<file path="src/rtl/fetch_stage_pkg.sv">
// fetch_stage_pkg
// Shared definitions for the instruction fetch stage: datapath width,
// buffer depth, the default reset PC and the {pc, inst} record that
// travels from fetch toward decode.
package fetch_stage_pkg;

  localparam int XLEN        = 32;
  localparam int FETCH_DEPTH = 2;
  localparam int CNT_W       = $clog2(FETCH_DEPTH + 1);

  localparam logic [XLEN-1:0] DEFAULT_RESET_PC = 32'h0000_0000;

  typedef struct packed {
    logic [XLEN-1:0] pc;
    logic [XLEN-1:0] inst;
  } fetch_entry_t;

  // Instructions are word aligned, so the two low address bits are dropped.
  function automatic logic [XLEN-1:0] word_align(input logic [XLEN-1:0] addr);
    return {addr[XLEN-1:2], 2'b00};
  endfunction

endpackage

</file>
<file path="src/rtl/fetch_fifo.sv">
// fetch_fifo
// Two-entry in-order buffer of fetched {pc, inst} records.
// Ports:
//   clk    - clock, rising edge
//   rst_n  - asynchronous active-low reset, clears count and storage
//   push   - write wdata at the tail
//   pop    - discard the head entry
//   flush  - drop every entry (takes priority over push/pop)
//   wdata  - record to write
//   head   - oldest record (only meaningful while count != 0)
//   count  - occupancy, 0..FETCH_DEPTH
// The caller never pushes into a full buffer unless it pops in the same cycle.
module fetch_fifo
  import fetch_stage_pkg::*;
(
  input  logic             clk,
  input  logic             rst_n,
  input  logic             push,
  input  logic             pop,
  input  logic             flush,
  input  fetch_entry_t     wdata,
  output fetch_entry_t     head,
  output logic [CNT_W-1:0] count
);

  localparam logic [CNT_W-1:0] FULL = CNT_W'(FETCH_DEPTH);

  fetch_entry_t entry0;
  fetch_entry_t entry1;
  logic [CNT_W-1:0] count_q;

  // entry0 is always the head; a pop shifts entry1 forward so that the
  // output never needs a read pointer mux.
  always_ff @(posedge clk or negedge rst_n) begin
    if (!rst_n) begin
      entry0  <= '0;
      entry1  <= '0;
      count_q <= '0;
    end else if (flush) begin
      count_q <= '0;
    end else begin
      unique case ({push, pop})
        2'b10: begin
          if (count_q == '0) entry0 <= wdata;
          else               entry1 <= wdata;
          count_q <= count_q + 1'b1;
        end
        2'b01: begin
          entry0  <= entry1;
          count_q <= count_q - 1'b1;
        end
        2'b11: begin
          // Simultaneous push and pop keeps occupancy; when full the new
          // record lands behind the one that moves into the head slot.
          if (count_q == FULL) begin
            entry0 <= entry1;
            entry1 <= wdata;
          end else begin
            entry0 <= wdata;
          end
        end
        default: ;
      endcase
    end
  end

  assign head  = entry0;
  assign count = count_q;

endmodule

</file>
<file path="src/rtl/fetch_stage.sv">
// fetch_stage
// Instruction fetch: holds the PC, reads instruction memory combinationally
// and buffers up to two {pc, inst} records toward decode.
// Ports:
//   clk_i         - clock, rising edge
//   rst_ni        - asynchronous active-low reset
//   redirect_i    - branch/jump redirect, flushes the buffer
//   redirect_pc_i - redirect target (low two bits ignored)
//   imem_addr_o   - fetch address, equal to the PC register
//   imem_inst_i   - instruction returned for imem_addr_o in the same cycle
//   out_valid_o   - head record valid
//   out_ready_i   - decode accepts the head record
//   out_pc_o      - head record PC (zero when not valid)
//   out_inst_o    - head record instruction (zero when not valid)
module fetch_stage
  import fetch_stage_pkg::*;
#(
  parameter logic [XLEN-1:0] RESET_PC = DEFAULT_RESET_PC
) (
  input  logic            clk_i,
  input  logic            rst_ni,
  input  logic            redirect_i,
  input  logic [XLEN-1:0] redirect_pc_i,
  output logic [XLEN-1:0] imem_addr_o,
  input  logic [XLEN-1:0] imem_inst_i,
  output logic            out_valid_o,
  input  logic            out_ready_i,
  output logic [XLEN-1:0] out_pc_o,
  output logic [XLEN-1:0] out_inst_o
);

  localparam logic [XLEN-1:0]  START_PC = word_align(RESET_PC);
  localparam logic [CNT_W-1:0] FULL     = CNT_W'(FETCH_DEPTH);

  logic [XLEN-1:0]  pc_q;
  logic [CNT_W-1:0] count;
  logic             valid;
  logic             pop;
  logic             push;
  fetch_entry_t     wdata;
  fetch_entry_t     head;

  assign valid = (count != '0);
  assign pop   = valid && out_ready_i;
  // A pop frees a slot in the same cycle, which is what sustains one
  // instruction per cycle with a full buffer.
  assign push  = !redirect_i && ((count < FULL) || pop);

  assign wdata.pc   = pc_q;
  assign wdata.inst = imem_inst_i;

  // The redirect wins over the sequential increment; the adder wraps
  // naturally at the top of the address space.
  always_ff @(posedge clk_i or negedge rst_ni) begin
    if (!rst_ni) begin
      pc_q <= START_PC;
    end else if (redirect_i) begin
      pc_q <= word_align(redirect_pc_i);
    end else if (push) begin
      pc_q <= pc_q + 32'd4;
    end
  end

  fetch_fifo u_fifo (
    .clk   (clk_i),
    .rst_n (rst_ni),
    .push  (push),
    .pop   (pop),
    .flush (redirect_i),
    .wdata (wdata),
    .head  (head),
    .count (count)
  );

  assign imem_addr_o = pc_q;
  assign out_valid_o = valid;
  assign out_pc_o    = valid ? head.pc   : '0;
  assign out_inst_o  = valid ? head.inst : '0;

endmodule

</file>
<file path="config.mk">
export PLATFORM = sky130hd
export DESIGN_NAME = fetch_stage
export DESIGN_NICKNAME = d
export VERILOG_FILES = /design/src/rtl/fetch_stage_pkg.sv /design/src/rtl/fetch_fifo.sv /design/src/rtl/fetch_stage.sv
export SDC_FILE = /design/constraint.sdc
export NUM_CORES = 1
export LEC_CHECK = 0
export BUFFER_PORTS_ARGS = -buffer_cell sky130_fd_sc_hd__clkbuf_2
export CAP_MARGIN = 20
export CORE_ASPECT_RATIO = 1.4
export CORE_MARGIN = 4
export CORE_UTILIZATION = 61
export CTS_BUF_LIST = sky130_fd_sc_hd__clkbuf_8
export DETAILED_ROUTE_END_ITERATION = 16
export GPL_TIMING_DRIVEN = 0
export PLACE_DENSITY_LB_ADDON = 0.3
export SLEW_MARGIN = 20
export SYNTH_ARGS = -nofsm -noshare
export SYNTH_HDL_FRONTEND = slang
export SYNTH_SLANG_ARGS = --single-unit
</file>
<file path="constraint.sdc">
create_clock -name clk_i -period 2.9 [get_ports clk_i]
set_input_delay 0.58 -clock clk_i [delete_from_list [all_inputs] [get_ports clk_i]]
set_output_delay 0.58 -clock clk_i [all_outputs]
set_load 0.01 [all_outputs]
</file>
==> metrics <==
CP max stage delay=430 ps; Reg2Reg Setup Slack=approximately 690 ps; min Tclk post-route=approximately 2500 ps; clock skew=12.76 ps; Routed wire per std cell=17.90 um; TritonCTS clock tree=done; Final ANT Viol Nets=0; max-cap violation count=0; EDFF count, synth=0; Logic pwr share=22.4%; Via density=5.665; antenna violations before repair=0; Async SR Flop Fraction=100.0%; switching share of power=28.98%; Root Driver=clkbuf_8; Netlist cell types=41; crit end category=output pin; Seq cells post-synth=157; die height=139.4 um; fillers=850; maximum VDD drop=between 0.4 and 0.5 mV; Rows=47; warnings from Yosys=0; cts bufs inserted=17; GRT Overall Usage=26.06%; fin crit share=86.91%; detailed-route via count=5,761; CTS resizes=0; Starting DRT DRC Count=between 200 and 300; Final Power=6.015 mW; Area growth, synth to finish=18.80%; DR DRC count=0; sequential share of power=around 50%; area occupied by registers=3929 um2; GPL Wtd Cong=0.8607; CP cell instances=or2_2, clkbuf_1, and2_1, clkbuf_2; PD cells=672.7 nW/um2; Post-CTS Setup Bufs=0; ant diodes=0; clock power share=approximately 28%; Netlist Area Pre-Place=7527 um2; Worst Path Arrival=1940 ps; core area=11,940 um2; Post-Route WL=18,210 um; Syn Area/Cell=11.04 um2; Mapped Cells=682; Finish-stage setup viols=0; clk_lat worst skew=430 ps; largest net degree at the start of global routing=82; CTS Sinks=157; RSZ-0062 raised after global routing=false; Max-slew headroom=58.44%; grt total ovfl=0; Switch Pwr=1.743 mW; final hold violation count=0; outcome=finished clean; share of layout cells above drive strength 1=33.33%; Max clock buf depth=2; NumNets Final=930; footprint of the multi-input gates=3298 um2; Final Util=74.91%; Initial Utilization=63.05%; I/O pin count=165; CP max stage cell=or2_2; PortBufs=159; startpoint types=register; crit path kind=register to output pin; DIE AREA=14,210 um2; Critical Path RT=2320 ps; dominant synthesized flop cell=dfrtp_1; max-slew violations=0; global-route wire length before repair=about 29,000 um; Power Internal=4.272 mW; drt first pass iters=4; worst slew pin tran=around 620 ps; Hold Crit Class=input pin to asynchronous set/reset pin; # H-tree levels=4; Worst-path clk slew=80 ps; share of the yosys chip area belonging to registers=52.19%; FMAX=396.8 MHz; Setup TNS=0 ps; Die Wd=around 100 um; CP max FO=11; Post-DP HPWL=12,950 um; P_leak=~4.4 nW; vias in the first global route=6,061
cells in the mapped netlist, types with 2 or more instances:
cell type	n	share of area (%)
a21oi_1	64	4.3
and2_1	63	5.2
and3_1	5	0.42
and4_1	3	0.35
buf_2	9	0.60
buf_4	11	1.1
buf_6	7	1.0
clkbuf_1	21	1.0
dfrtp_1	157	52
inv_1	5	0.25
mux2_2	63	9.4
mux2i_1	63	8.4
nand2_1	37	1.8
nand2b_1	2	0.17
nand3_1	8	0.53
nand4_1	8	0.66
nor2_1	67	3.3
nor2b_1	3	0.25
nor3_1	8	0.53
nor4_4	3	0.85
nor4b_2	2	0.40
o21ai_0	22	1.5
o21ai_1	7	0.47
xnor2_1	18	2.1
xor2_1	10	1.2
cells by family (layout without fill, tap and decap cells):
group	count (synthesis)	in the layout	synth area share [%]
buffers and inverters	53	240	4.039
adders and majority gates	1	1	0.1662
muxes	126	126	17.80
AOI/OAI and AO/OA	96	96	6.499
DFF	157	157	52.19
and+or+nand+nor	220	220	15.99
other	1	2	0.04982
xor gates and xnor gates	28	28	3.258
power groups by stage:
stage | sequential (mW) | clock (mW) | combinational, mW
CTS | 2.97 | 1.72 | 1.37
global placement | 2.97 | 0 | 1.28
global route | 3.03 | 1.81 | 1.49
finish | 2.98 | 1.69 | 1.35
floorplan | 2.93 | 0 | 0.882
detailed placement | 3.01 | 0 | 1.35
critical path, delay by kind of cell (launching register included):
kind	cells	cell delay (ps)
and+or+nand+nor	2	680
DFF	1	420
buffers and inverters	2	410
cell type report:
type                    count  share of cell area [%]
inverters                   5                  0.2099
clock inverters            10                   1.693
well taps                 147                   2.057
multi-input cells         473                   36.88
clock buffers              18                   2.770
plain buffers              47                   3.148
flip-flops and latches    157                   43.93
repair buffers            160                   9.305
through the flow:
| step | worst slack, ps | instances | hold slack [ps] | instance area, um2 |
|---|---|---|---|---|
| after floorplan | 1041 | 683 | 284.4 | 7531 |
| after global placement | -1284 | 989 | 476.3 | 8511 |
| after detailed placement | 610.2 | 990 | 489.9 | 8547 |
| after CTS | 118.4 | 1018 | 156.8 | 8946 |
| after global routing | 288.0 | 1017 | 185.2 | 8942 |
| final | 379.7 | 1017 | 152.7 | 8942 |
registers in the layout (all words and copies together) (netlist names):
register	count
u_fifo.head	63
u_fifo.entry1	62
imem_addr_o	30
u_fifo.count	2
timing repair:
action                     4_1_cts  5_1_grt
hold buffers                     0        0
setup endpoints to repair        0        4
hold endpoints to repair         0        0
final timing paths:
| check | from | endpoint | cells after the start |
|---|---|---|---|
| min in group clk_i | redirect_pc_i[6] | imem_addr_o[6] | 3 |
| min | rst_ni | u_fifo.head[13] | 1 |
| max | u_fifo.count[1] | out_pc_o[13] | 4 |
| min reg2reg | u_fifo.head[33] | u_fifo.head[33] | 1 |
| max in group asynchronous | rst_ni | u_fifo.head[45] | 2 |
| max reg2reg | u_fifo.count[1] | u_fifo.head[45] | 5 |
cells in the final DEF, fill, tap and decap left out, drive strengths merged, types with 5 or more instances in the layout:
cell    count
a21oi      65
and2       64
and3        6
buf        28
clkbuf    197
dfrtp     157
inv         7
mux2       63
mux2i      63
nand2      38
nand3       8
nand4       9
nor2       68
nor3        8
nor4        5
o21ai      29
xnor2      18
xor2       10
routing by layer:
metal  wire length (um)  GRT usage, %
met5                  0             0
met4                390         10.64
met2               9771         45.59
met1               7035         31.06
met3               1011         5.008
(Power assumes the default switching activity.)
